File: src/rtl/nbuf_stream_ctrl.sv
// nbuf_stream_ctrl: N-way ring buffer controller for the accelerator SRAM.
// The producer streams 32-bit words into the current fill buffer, and this
// block generates the byte addresses. The consumer acquires one committed
// buffer at a time and releases it when it is done.
// Optional feature macro: NBUF_OCCUPANCY_EN adds the occ_o/peak_o occupancy outputs.
module nbuf_stream_ctrl #(
    parameter int NUM_BUF    = 2,
    parameter int BUF_SIZE   = 32768,
    parameter int WORD_BYTES = 4,
    parameter int ADDR_W     = $clog2(NUM_BUF * BUF_SIZE),
    parameter int CNT_W      = $clog2(BUF_SIZE / WORD_BYTES) + 1
) (
    input  logic              clk_i,
    input  logic              rst_ni,
    input  logic              clear_i,
    input  logic              wr_valid_i,
    output logic              wr_ready_o,
    input  logic              wr_last_i,
    output logic              wr_en_o,
    output logic [ADDR_W-1:0] wr_addr_o,
    output logic              rd_valid_o,
    input  logic              rd_ready_i,
    output logic [ADDR_W-1:0] rd_base_o,
    output logic [CNT_W-1:0]  rd_len_o,
    input  logic              rd_done_i,
    output logic              ovf_o
`ifdef NBUF_OCCUPANCY_EN
    ,
    output logic [$clog2(NUM_BUF+1)-1:0] occ_o,
    output logic [$clog2(NUM_BUF+1)-1:0] peak_o
`endif
);

    localparam int WORDS   = BUF_SIZE / WORD_BYTES;
    localparam int PTR_W   = $clog2(NUM_BUF);
    localparam int OFF_W   = $clog2(BUF_SIZE);
    localparam int BYTE_SH = $clog2(WORD_BYTES);

    typedef enum logic [1:0] {
        ST_EMPTY    = 2'd0,
        ST_FILLING  = 2'd1,
        ST_FULL     = 2'd2,
        ST_DRAINING = 2'd3
    } buf_state_e;

    buf_state_e        state_q [NUM_BUF];
    buf_state_e        state_d [NUM_BUF];
    logic [CNT_W-1:0]  len_q   [NUM_BUF];
    logic [CNT_W-1:0]  len_d   [NUM_BUF];

    logic [PTR_W-1:0]  wr_ptr_q, wr_ptr_d;
    logic [PTR_W-1:0]  rd_ptr_q, rd_ptr_d;
    logic [PTR_W-1:0]  held_ptr_q, held_ptr_d;
    logic              held_q, held_d;
    logic [CNT_W-1:0]  cnt_q, cnt_d;
    logic              rd_valid_q, rd_valid_d;
    logic [ADDR_W-1:0] rd_base_q, rd_base_d;
    logic [CNT_W-1:0]  rd_len_q, rd_len_d;
    logic              ovf_q, ovf_d;

    logic              last_slot;
    logic              commit;
    logic              rd_hs;
    logic              rd_release;

    // Producer-side decode: readiness comes only from registered buffer state
    always_comb begin
        wr_ready_o = (state_q[wr_ptr_q] == ST_EMPTY) || (state_q[wr_ptr_q] == ST_FILLING);
        wr_en_o    = wr_valid_i & wr_ready_o;
        wr_addr_o  = (ADDR_W'(wr_ptr_q) << OFF_W) + (ADDR_W'(cnt_q) << BYTE_SH);
        last_slot  = (cnt_q == CNT_W'(WORDS - 1));
        commit     = wr_en_o & (wr_last_i | last_slot);
        rd_hs      = rd_valid_q & rd_ready_i;
        rd_release = held_q & rd_done_i;
    end

    // Next-state for buffer states, pointers and the consumer-facing registers
    always_comb begin
        state_d    = state_q;
        len_d      = len_q;
        wr_ptr_d   = wr_ptr_q;
        rd_ptr_d   = rd_ptr_q;
        held_ptr_d = held_ptr_q;
        held_d     = held_q;
        cnt_d      = cnt_q;
        ovf_d      = ovf_q;
        rd_base_d  = rd_base_q;
        rd_len_d   = rd_len_q;

        if (wr_en_o) begin
            if (commit) begin
                state_d[wr_ptr_q] = ST_FULL;
                len_d[wr_ptr_q]   = cnt_q + 1'b1;
                wr_ptr_d          = wr_ptr_q + 1'b1;
                cnt_d             = '0;
                // A buffer filled to its final slot without wr_last_i overflowed
                if (!wr_last_i) begin
                    ovf_d = 1'b1;
                end
            end else begin
                state_d[wr_ptr_q] = ST_FILLING;
                cnt_d             = cnt_q + 1'b1;
            end
        end

        // The offered buffer is always FULL and the fill buffer never is,
        // so the handshake and the write never touch the same entry.
        if (rd_hs) begin
            state_d[rd_ptr_q] = ST_DRAINING;
            held_ptr_d        = rd_ptr_q;
            held_d            = 1'b1;
            rd_ptr_d          = rd_ptr_q + 1'b1;
        end

        if (rd_release) begin
            state_d[held_ptr_q] = ST_EMPTY;
            held_d              = 1'b0;
        end

        // Offer the buffer at rd_ptr once its FULL state has been registered;
        // base/len freeze while a buffer is held by the consumer.
        rd_valid_d = !held_d && !rd_hs && (state_q[rd_ptr_q] == ST_FULL);
        if (!held_d) begin
            rd_base_d = ADDR_W'(rd_ptr_q) << OFF_W;
            rd_len_d  = len_q[rd_ptr_q];
        end

        // Synchronous flush overrides every other event
        if (clear_i) begin
            for (int i = 0; i < NUM_BUF; i++) begin
                state_d[i] = ST_EMPTY;
                len_d[i]   = '0;
            end
            wr_ptr_d   = '0;
            rd_ptr_d   = '0;
            held_ptr_d = '0;
            held_d     = 1'b0;
            cnt_d      = '0;
            ovf_d      = 1'b0;
            rd_valid_d = 1'b0;
            rd_base_d  = '0;
            rd_len_d   = '0;
        end
    end

    // State registers with asynchronous active-low reset
    always_ff @(posedge clk_i or negedge rst_ni) begin
        if (!rst_ni) begin
            for (int i = 0; i < NUM_BUF; i++) begin
                state_q[i] <= ST_EMPTY;
                len_q[i]   <= '0;
            end
            wr_ptr_q   <= '0;
            rd_ptr_q   <= '0;
            held_ptr_q <= '0;
            held_q     <= 1'b0;
            cnt_q      <= '0;
            ovf_q      <= 1'b0;
            rd_valid_q <= 1'b0;
            rd_base_q  <= '0;
            rd_len_q   <= '0;
        end else begin
            for (int i = 0; i < NUM_BUF; i++) begin
                state_q[i] <= state_d[i];
                len_q[i]   <= len_d[i];
            end
            wr_ptr_q   <= wr_ptr_d;
            rd_ptr_q   <= rd_ptr_d;
            held_ptr_q <= held_ptr_d;
            held_q     <= held_d;
            cnt_q      <= cnt_d;
            ovf_q      <= ovf_d;
            rd_valid_q <= rd_valid_d;
            rd_base_q  <= rd_base_d;
            rd_len_q   <= rd_len_d;
        end
    end

    assign rd_valid_o = rd_valid_q;
    assign rd_base_o  = rd_base_q;
    assign rd_len_o   = rd_len_q;
    assign ovf_o      = ovf_q;

`ifdef NBUF_OCCUPANCY_EN
    localparam int OCC_W = $clog2(NUM_BUF + 1);

    logic [OCC_W-1:0] occ_q, occ_d;
    logic [OCC_W-1:0] peak_q, peak_d;

    // Occupancy lags the registered buffer state by one cycle; peak tracks its maximum
    always_comb begin
        occ_d = '0;
        for (int i = 0; i < NUM_BUF; i++) begin
            if ((state_q[i] == ST_FULL) || (state_q[i] == ST_DRAINING)) begin
                occ_d = occ_d + OCC_W'(1);
            end
        end
        peak_d = (occ_d > peak_q) ? occ_d : peak_q;
        if (clear_i) begin
            occ_d  = '0;
            peak_d = '0;
        end
    end

    // Occupancy registers
    always_ff @(posedge clk_i or negedge rst_ni) begin
        if (!rst_ni) begin
            occ_q  <= '0;
            peak_q <= '0;
        end else begin
            occ_q  <= occ_d;
            peak_q <= peak_d;
        end
    end

    assign occ_o  = occ_q;
    assign peak_o = peak_q;
`endif

endmodule

File: config.mk
export PLATFORM = sky130hd
export DESIGN_NAME = nbuf_stream_ctrl
export DESIGN_NICKNAME = d
export VERILOG_FILES = /design/src/rtl/nbuf_stream_ctrl.sv
export SDC_FILE = /design/constraint.sdc
export NUM_CORES = 1
export LEC_CHECK = 0
export ABC_CLOCK_PERIOD_IN_PS = 5100
export CORE_UTILIZATION = 28
export CTS_BUF_LIST = sky130_fd_sc_hd__clkbuf_2 sky130_fd_sc_hd__clkbuf_4 sky130_fd_sc_hd__clkbuf_8
export DETAILED_ROUTE_END_ITERATION = 7
export MAX_ROUTING_LAYER = met4
export PLACE_DENSITY = 0.51
export REMOVE_ABC_BUFFERS = 1
export SLEW_MARGIN = 30
export SYNTH_ARGS = -nofsm -noshare
export SYNTH_HDL_FRONTEND = slang
export SYNTH_SLANG_ARGS = --single-unit
File: constraint.sdc
create_clock -name clk_i -period 5.1 [get_ports clk_i]
set_input_delay 1.02 -clock clk_i [delete_from_list [all_inputs] [get_ports clk_i]]
set_output_delay 1.02 -clock clk_i [all_outputs]
set_load 0.05 [all_outputs]
* After elaboration in Yosys (flattened, before gate mapping)
Cells that the tools add are included.
Storage, ports and cells: bits of input ports 7, logic and storage cells 107, output and inout port bits 50, memories 0, ROM bits 0, bits in writable memories 0, bits in latches 0, register bits after elaboration 82
Cells by class: magnitude comparators 6, add/sub/neg operators 4, bitwise operators 17, multiplexer cells 48, multipliers 0, equal/unequal tests 5, shift-type cells 0, divide/modulo/power cells 0, reductions and logical operators 14
Operators with widths (count):
- $mux W14 | 9
- $mux W28 | 3
- $mux W16 | 2
- $bwmux W28 | 1
- $mux W4 | 5
- $mux W2 | 9
- $add A16 B16 Y16 | 1
- $mux W1 | 15
- $add A14 B1 Y14 const B | 1
- $demux W14 S1 | 1
- $eq A14 B13 Y1 const B | 1
- $demux W2 S1 | 3
- $ge A2 B2 Y1 const B | 3
- $lt A2 B1 Y1 const B | 3
- $not A1 Y2 | 3
- $reduce_bool A2 Y1 | 3
- $logic_and A1 B1 Y1 | 5
- $and A1 B1 Y1 | 4
- $and A2 B2 Y2 | 2
- $and A4 B4 Y4 | 1
- $ne A2 B2 Y1 const B | 2
- $not A2 Y2 | 2
- $not A4 Y4 | 1
- $or A2 B2 Y2 | 2
- 10 further kinds | 12

* Logic depth before layout (Yosys ltp)
depth in word-level cells 15, depth in mapped cells 10, mapped depth without buffers 6

* Worst setup path before layout
OpenSTA, ideal clock, no wires.
path kind reg2out, from register wr_ptr_q, to output port wr_en_o, slack 2003 ps, arrival 2077 ps, required time 4080 ps, stages on the path, launching flop included 4, cells stage by stage dfrtp_1 mux2i_1 nand2_1 inv_1
Between the ends: longest elaborated chain between the ends 7, elaborated cells between the ends (all ways) 8, classes of those cells eq/ne: 1; mux: 3; bitwise: 2; reduce/logical: 2
Ends and longest elaborated chain:
- start, declared | RTL line 51 | logic [PTR_W-1:0] wr_ptr_q, wr_ptr_d;
- start signal, assigned | RTL line 167 | wr_ptr_q <= wr_ptr_d;
- $not A1 Y2 (not written as such) * | RTL line 68 | wr_ready_o = (state_q[wr_ptr_q] == ST_EMPTY) || (state_q[wr_ptr_q] == ST_FILLING);
- $mux W2 (not written as such) * (3 in a row) | RTL line 68
- $eq A2 B1 Y1 or $logic_not A2 Y1 (tied branches) | RTL line 68
- $logic_or A1 B1 Y1 * | RTL line 68
- named net wr_ready_o | RTL line 17 | output logic wr_ready_o,
- $and A1 B1 Y1 * | RTL line 69 | wr_en_o = wr_valid_i & wr_ready_o;
- end, declared | RTL line 19 | output logic wr_en_o,
Mark *: on every way through the listed nets, which the timed path passes. The rest lies on a longest branch. The select of a mux whose other input is x is not followed.

* Worst setup path after layout
from input port wr_valid_i, to output port wr_en_o
Between the ends: longest elaborated chain between the ends 1
Ends and longest elaborated chain:
- start, declared | RTL line 16 | input logic wr_valid_i,
- $and A1 B1 Y1 | RTL line 69
Every way passes these cells.

==> impl_summary.md <==
Critical path
The most frequent cell on the critical path is clkdlybuf4s50_1. The critical path endpoint category is an output port. The category of cells accounting for the largest share of critical-path delay is buffers and inverters.

For this run, the slowest stage of the critical path takes approximately 0.82 ns. Data on the critical path is required at its endpoint by 4.08 ns. At the worst endpoint, the arrival time is 2.75 ns. The signal on the critical path passes through clkdlybuf4s50_1 > nand2_1 > inv_1 > clkdlybuf4s50_1.

The kind of start point of the critical path is an input pin. The largest driver fanout on the critical path is 10. Among all stages on the critical path, the largest delay is contributed by clkdlybuf4s50_1.

The count of buffer and inverter cells on the critical path is 3. The startpoint-to-endpoint class of the critical path is in2out.

Clock network
The CTS tree is built. The clock sink total is 67. The post-CTS setup-driven buffer insertion count is 0. The tree is rooted in a clkbuf_8. Clock tree synthesis inserted a total of 9 buffers. The number of gates resized after CTS is 0. The CTS clock-pin slew for the worst setup and hold paths is 0.07 ns. At the later pin of the worst-skew pair, clock insertion delay measures 0.34 ns. Hold repair after CTS inserted 0 buffers. The number of H-tree branching levels is 3. The largest buffer count on any clock path is 2.

Pwr
The static power due to leakage is 0.001634 uW. In this run switching power makes up 28.69% of total power. The worst-case IR drop observed on VDD is 120.8 uV. The clock network accounts for 37.4% of the total power.

Dividing total power by cell area gives a power density of slightly above 300 mW/mm2. The total power consumption of the routed design is 1178 uW. Combinational cells account for 14.4% of the total power. Internal power comes to ~840 uW. Summed over all nets, the switching power comes to 337.9 uW. Sequential cells burn 48.2% of the power.

Timing
The tightest slew margin relative to the limit is 45.04%. Setup violations remaining at the end of the flow were counted as 0. The worst path needs 3.775 ns of the cycle, external delays included.

Setup repair after global routing left no endpoint under its margin. The maximum clock rate is about 260 MHz. The clock arrives with 0.01052 ns of skew. In the post-route analysis, the smallest setup slack over all paths is approximately 1.3 ns. At the pin with the least slew margin, the transition time is 0.8244 ns. The part of the cycle the worst path needs is 74.01%. The total count of hold-check failures in the final report is 0. The final max-slew violation count is 0.

The setup TNS is 0 ns.

Floorplanning
The initial standard-cell utilization of the core is 29.14%. The site row count is 39. The core region is 0.01156 mm2.

The overall die width is 111.7 um. The top-level port count is 57. The floorplan step defined a die boundary enclosing 0.01248 mm2. From bottom edge to top edge, the die measures 111.7 um.

Global route
The total global routing track utilization is 13.65%. In the global route stage, met2 resource usage came out at 20.29%. The layer carrying the most global-route usage is met2. The number of global-route vias before repair is ~2300. The leftover overflow at the end of global routing is 0. The number of antenna violations at the first check in global routing is 0.

The met3 usage in global routing is 3.157%. The first global-routing pass estimated 12.79 mm of wire. The met1 usage in global routing is 18.55%.

Entering global routing, the biggest net connects 38 pins.

Synth
The portion of netlist area occupied by mux cells is 5.087%. Summing the areas of all compound-gate instances in the mapped netlist gives between 10 and 15% of the synthesized area. Synthesis handed over a netlist of 345 instances.

By instance count, the leading cell after synthesis is dfrtp_1. By area the synthesized netlist is led by dfrtp_1 50%, buf_4 6.9%, a211oi_1 6.2%. After synthesis, the largest area contributor takes up 49.76% of total cell area. The biggest area consumer among synthesized cells is dfrtp_1.

After synthesis, flip-flops and latches occupy 49.76% of the total area. After synthesis, the mean cell area works out to 9.767 um2. The number of warning messages in the yosys log is 0.

The proportion of synthesized flip-flops having asynchronous set or reset is 100.0%. The number of enable-type register cells in the synthesized netlist is 0. The largest family of logic cells by synthesized area is simple AND/OR/NAND/NOR gates. The synthesized design contains 67 register bits. The adder-cell share of the synthesized area is 0.3713%. The mapped netlist covers approximately 0.0034 mm2. The most used flip-flop cell after synthesis is dfrtp_1.

After Yosys synthesis, and, or, nand and nor cells account for 16.34% of the synthesized area. The share of the synthesized netlist area taken by xor and xnor gates is 3.119%. After synthesis, the netlist uses 40 different library cells. In the synthesized netlist, the cells that appear most often are 67 x dfrtp_1, 53 x nor2_1, 31 x buf_4.

Min path
The worst hold path belongs to the class reg2reg.

Final layout
The post-layout net count is 370. Cells fill 33.45% of the core in the end. The share of post-route cells with drive strength above 1 is under 10%.

0 antenna diodes ended up in the layout. The area added between synthesis and finish is 14.82%.

Detailed routing
After detailed routing, the number of vias per cell comes to 4.729. For this block, the routed nets add up to 7.695 mm of wire. The total DRC errors in the routed layout is 7.

Dividing the detail-routed wire length by the instance count gives 15.09 um. The routed via count is 2412. The detailed router's first-iteration violation count is 66. The total iterations of the first detailed-routing run is 6. The count of nets left with antenna violations once routing finished came out at 0.

Placed design
The congestion estimate from routability-driven global placement came to 0.7703. At the placement stage, the worst setup path has a slack of roughly 1.3 ns. The number of port buffers is 39. After legalization and detailed placement, the total HPWL measured 5.214 mm.

Run status
The run finished, with violations left. The final reports fail on design-rule violations.

Flow run
The number of max-cap violations is 0.
registers in the layout, indices dropped and copies added (netlist names):
signal and count:
state_q 4, len_q 28, rd_base_o 1, rd_ptr_q 1, wr_ptr_q 1, rd_valid_o 1
rd_len_o 14, cnt_q 14, held_q 1, ovf_o 1, held_ptr_q 1
worst min-delay path, delay by kind of cell (launching register included):
family | cells | cell delay, ns
flops | 1 | 0.35
simple gates | 2 | 0.13
routing by layer:
| metal | part of all wire (%) | up-vias |
|---|---|---|
| li1 | - | 1195 |
| met2 | 46 | 50 |
| met1 | 50 | 1159 |
| met3 | 3.5 | 8 |
| met5 | 0 | - |
| met4 | 0.91 | 0 |
final timing paths:
path / from / to / slack, ns / cells after the start
max: wr_valid_i / wr_en_o / 1.33 / 4
min: ovf_o$_DFFE_PN0P_ / ovf_o$_DFFE_PN0P_ / 0.51 / 2
max reg2reg: cnt_q[0]$_DFFE_PN0N_ / len_q[24]$_DFFE_PN0P_ / 2.75 / 5
min reg2reg: ovf_o$_DFFE_PN0P_ / ovf_o$_DFFE_PN0P_ / 0.51 / 2
max in group asynchronous: rst_ni / cnt_q[6]$_DFFE_PN0N_ / 3.42 / 2
min in group asynchronous: rst_ni / len_q[23]$_DFFE_PN0P_ / 0.73 / 1
power by group through the flow:
stage	Combinational, uW	Sequential [uW]	Clock (uW)
after CTS	172	567	453
after global routing	185	570	481
after global placement	172	577	0
after detailed placement	172	578	0
after floorplan	85.3	602	0
final	170	567	441
metrics by stage:
stage / hold slack (ns) / cells / instance area (um2)
3_5_place_dp: 0.4940 / 494 / 3671
3_3_place_gp: 0.4988 / 494 / 3670
5_1_grt: 0.5482 / 510 / 3869
6_report: 0.5100 / 510 / 3869
4_1_cts: 0.5245 / 510 / 3869
2_1_floorplan: 0.4945 / 310 / 3095
layout by cell type, fill, tap and decap left out, types with 2 or more instances in the layout:
master            n
clkbuf_8         10
nor4_1            2
clkinv_2          3
buf_2             2
a22o_1            5
xnor2_1           4
nand4_1           5
a21oi_1          14
a31oi_1           3
and4_1            3
nand3_1           8
o21a_1            2
conb_1           17
o21ai_2           2
or3_1             4
a211oi_1         28
nor2_1           53
mux2i_1          16
nand2b_1          3
nor3_1            6
inv_1             5
clkdlybuf4s50_1  37
nand2_1          25
buf_4             2
a21boi_0          2
a32o_1            2
xor2_1            8
dfrtp_1          66
o21ai_0          14
kinds of logic after synthesis:
group | count (synthesis)
simple gates | 117
compound gates | 74
mux | 17
xor+xnor | 12
flops | 67
buf+inv | 56
fa+ha+maj | 1
other cells | 1
final cells by class:
cell class,instances,area (um2)
fillers,1186,7696
clock buffers,11,145.1
well taps,143,178.9
inverters,5,18.77
clock inverters,5,52.55
multi-input cells,238,1400
repair buffers,41,395.4
flip-flops and latches,67,1678
(Power assumes the default switching activity.)
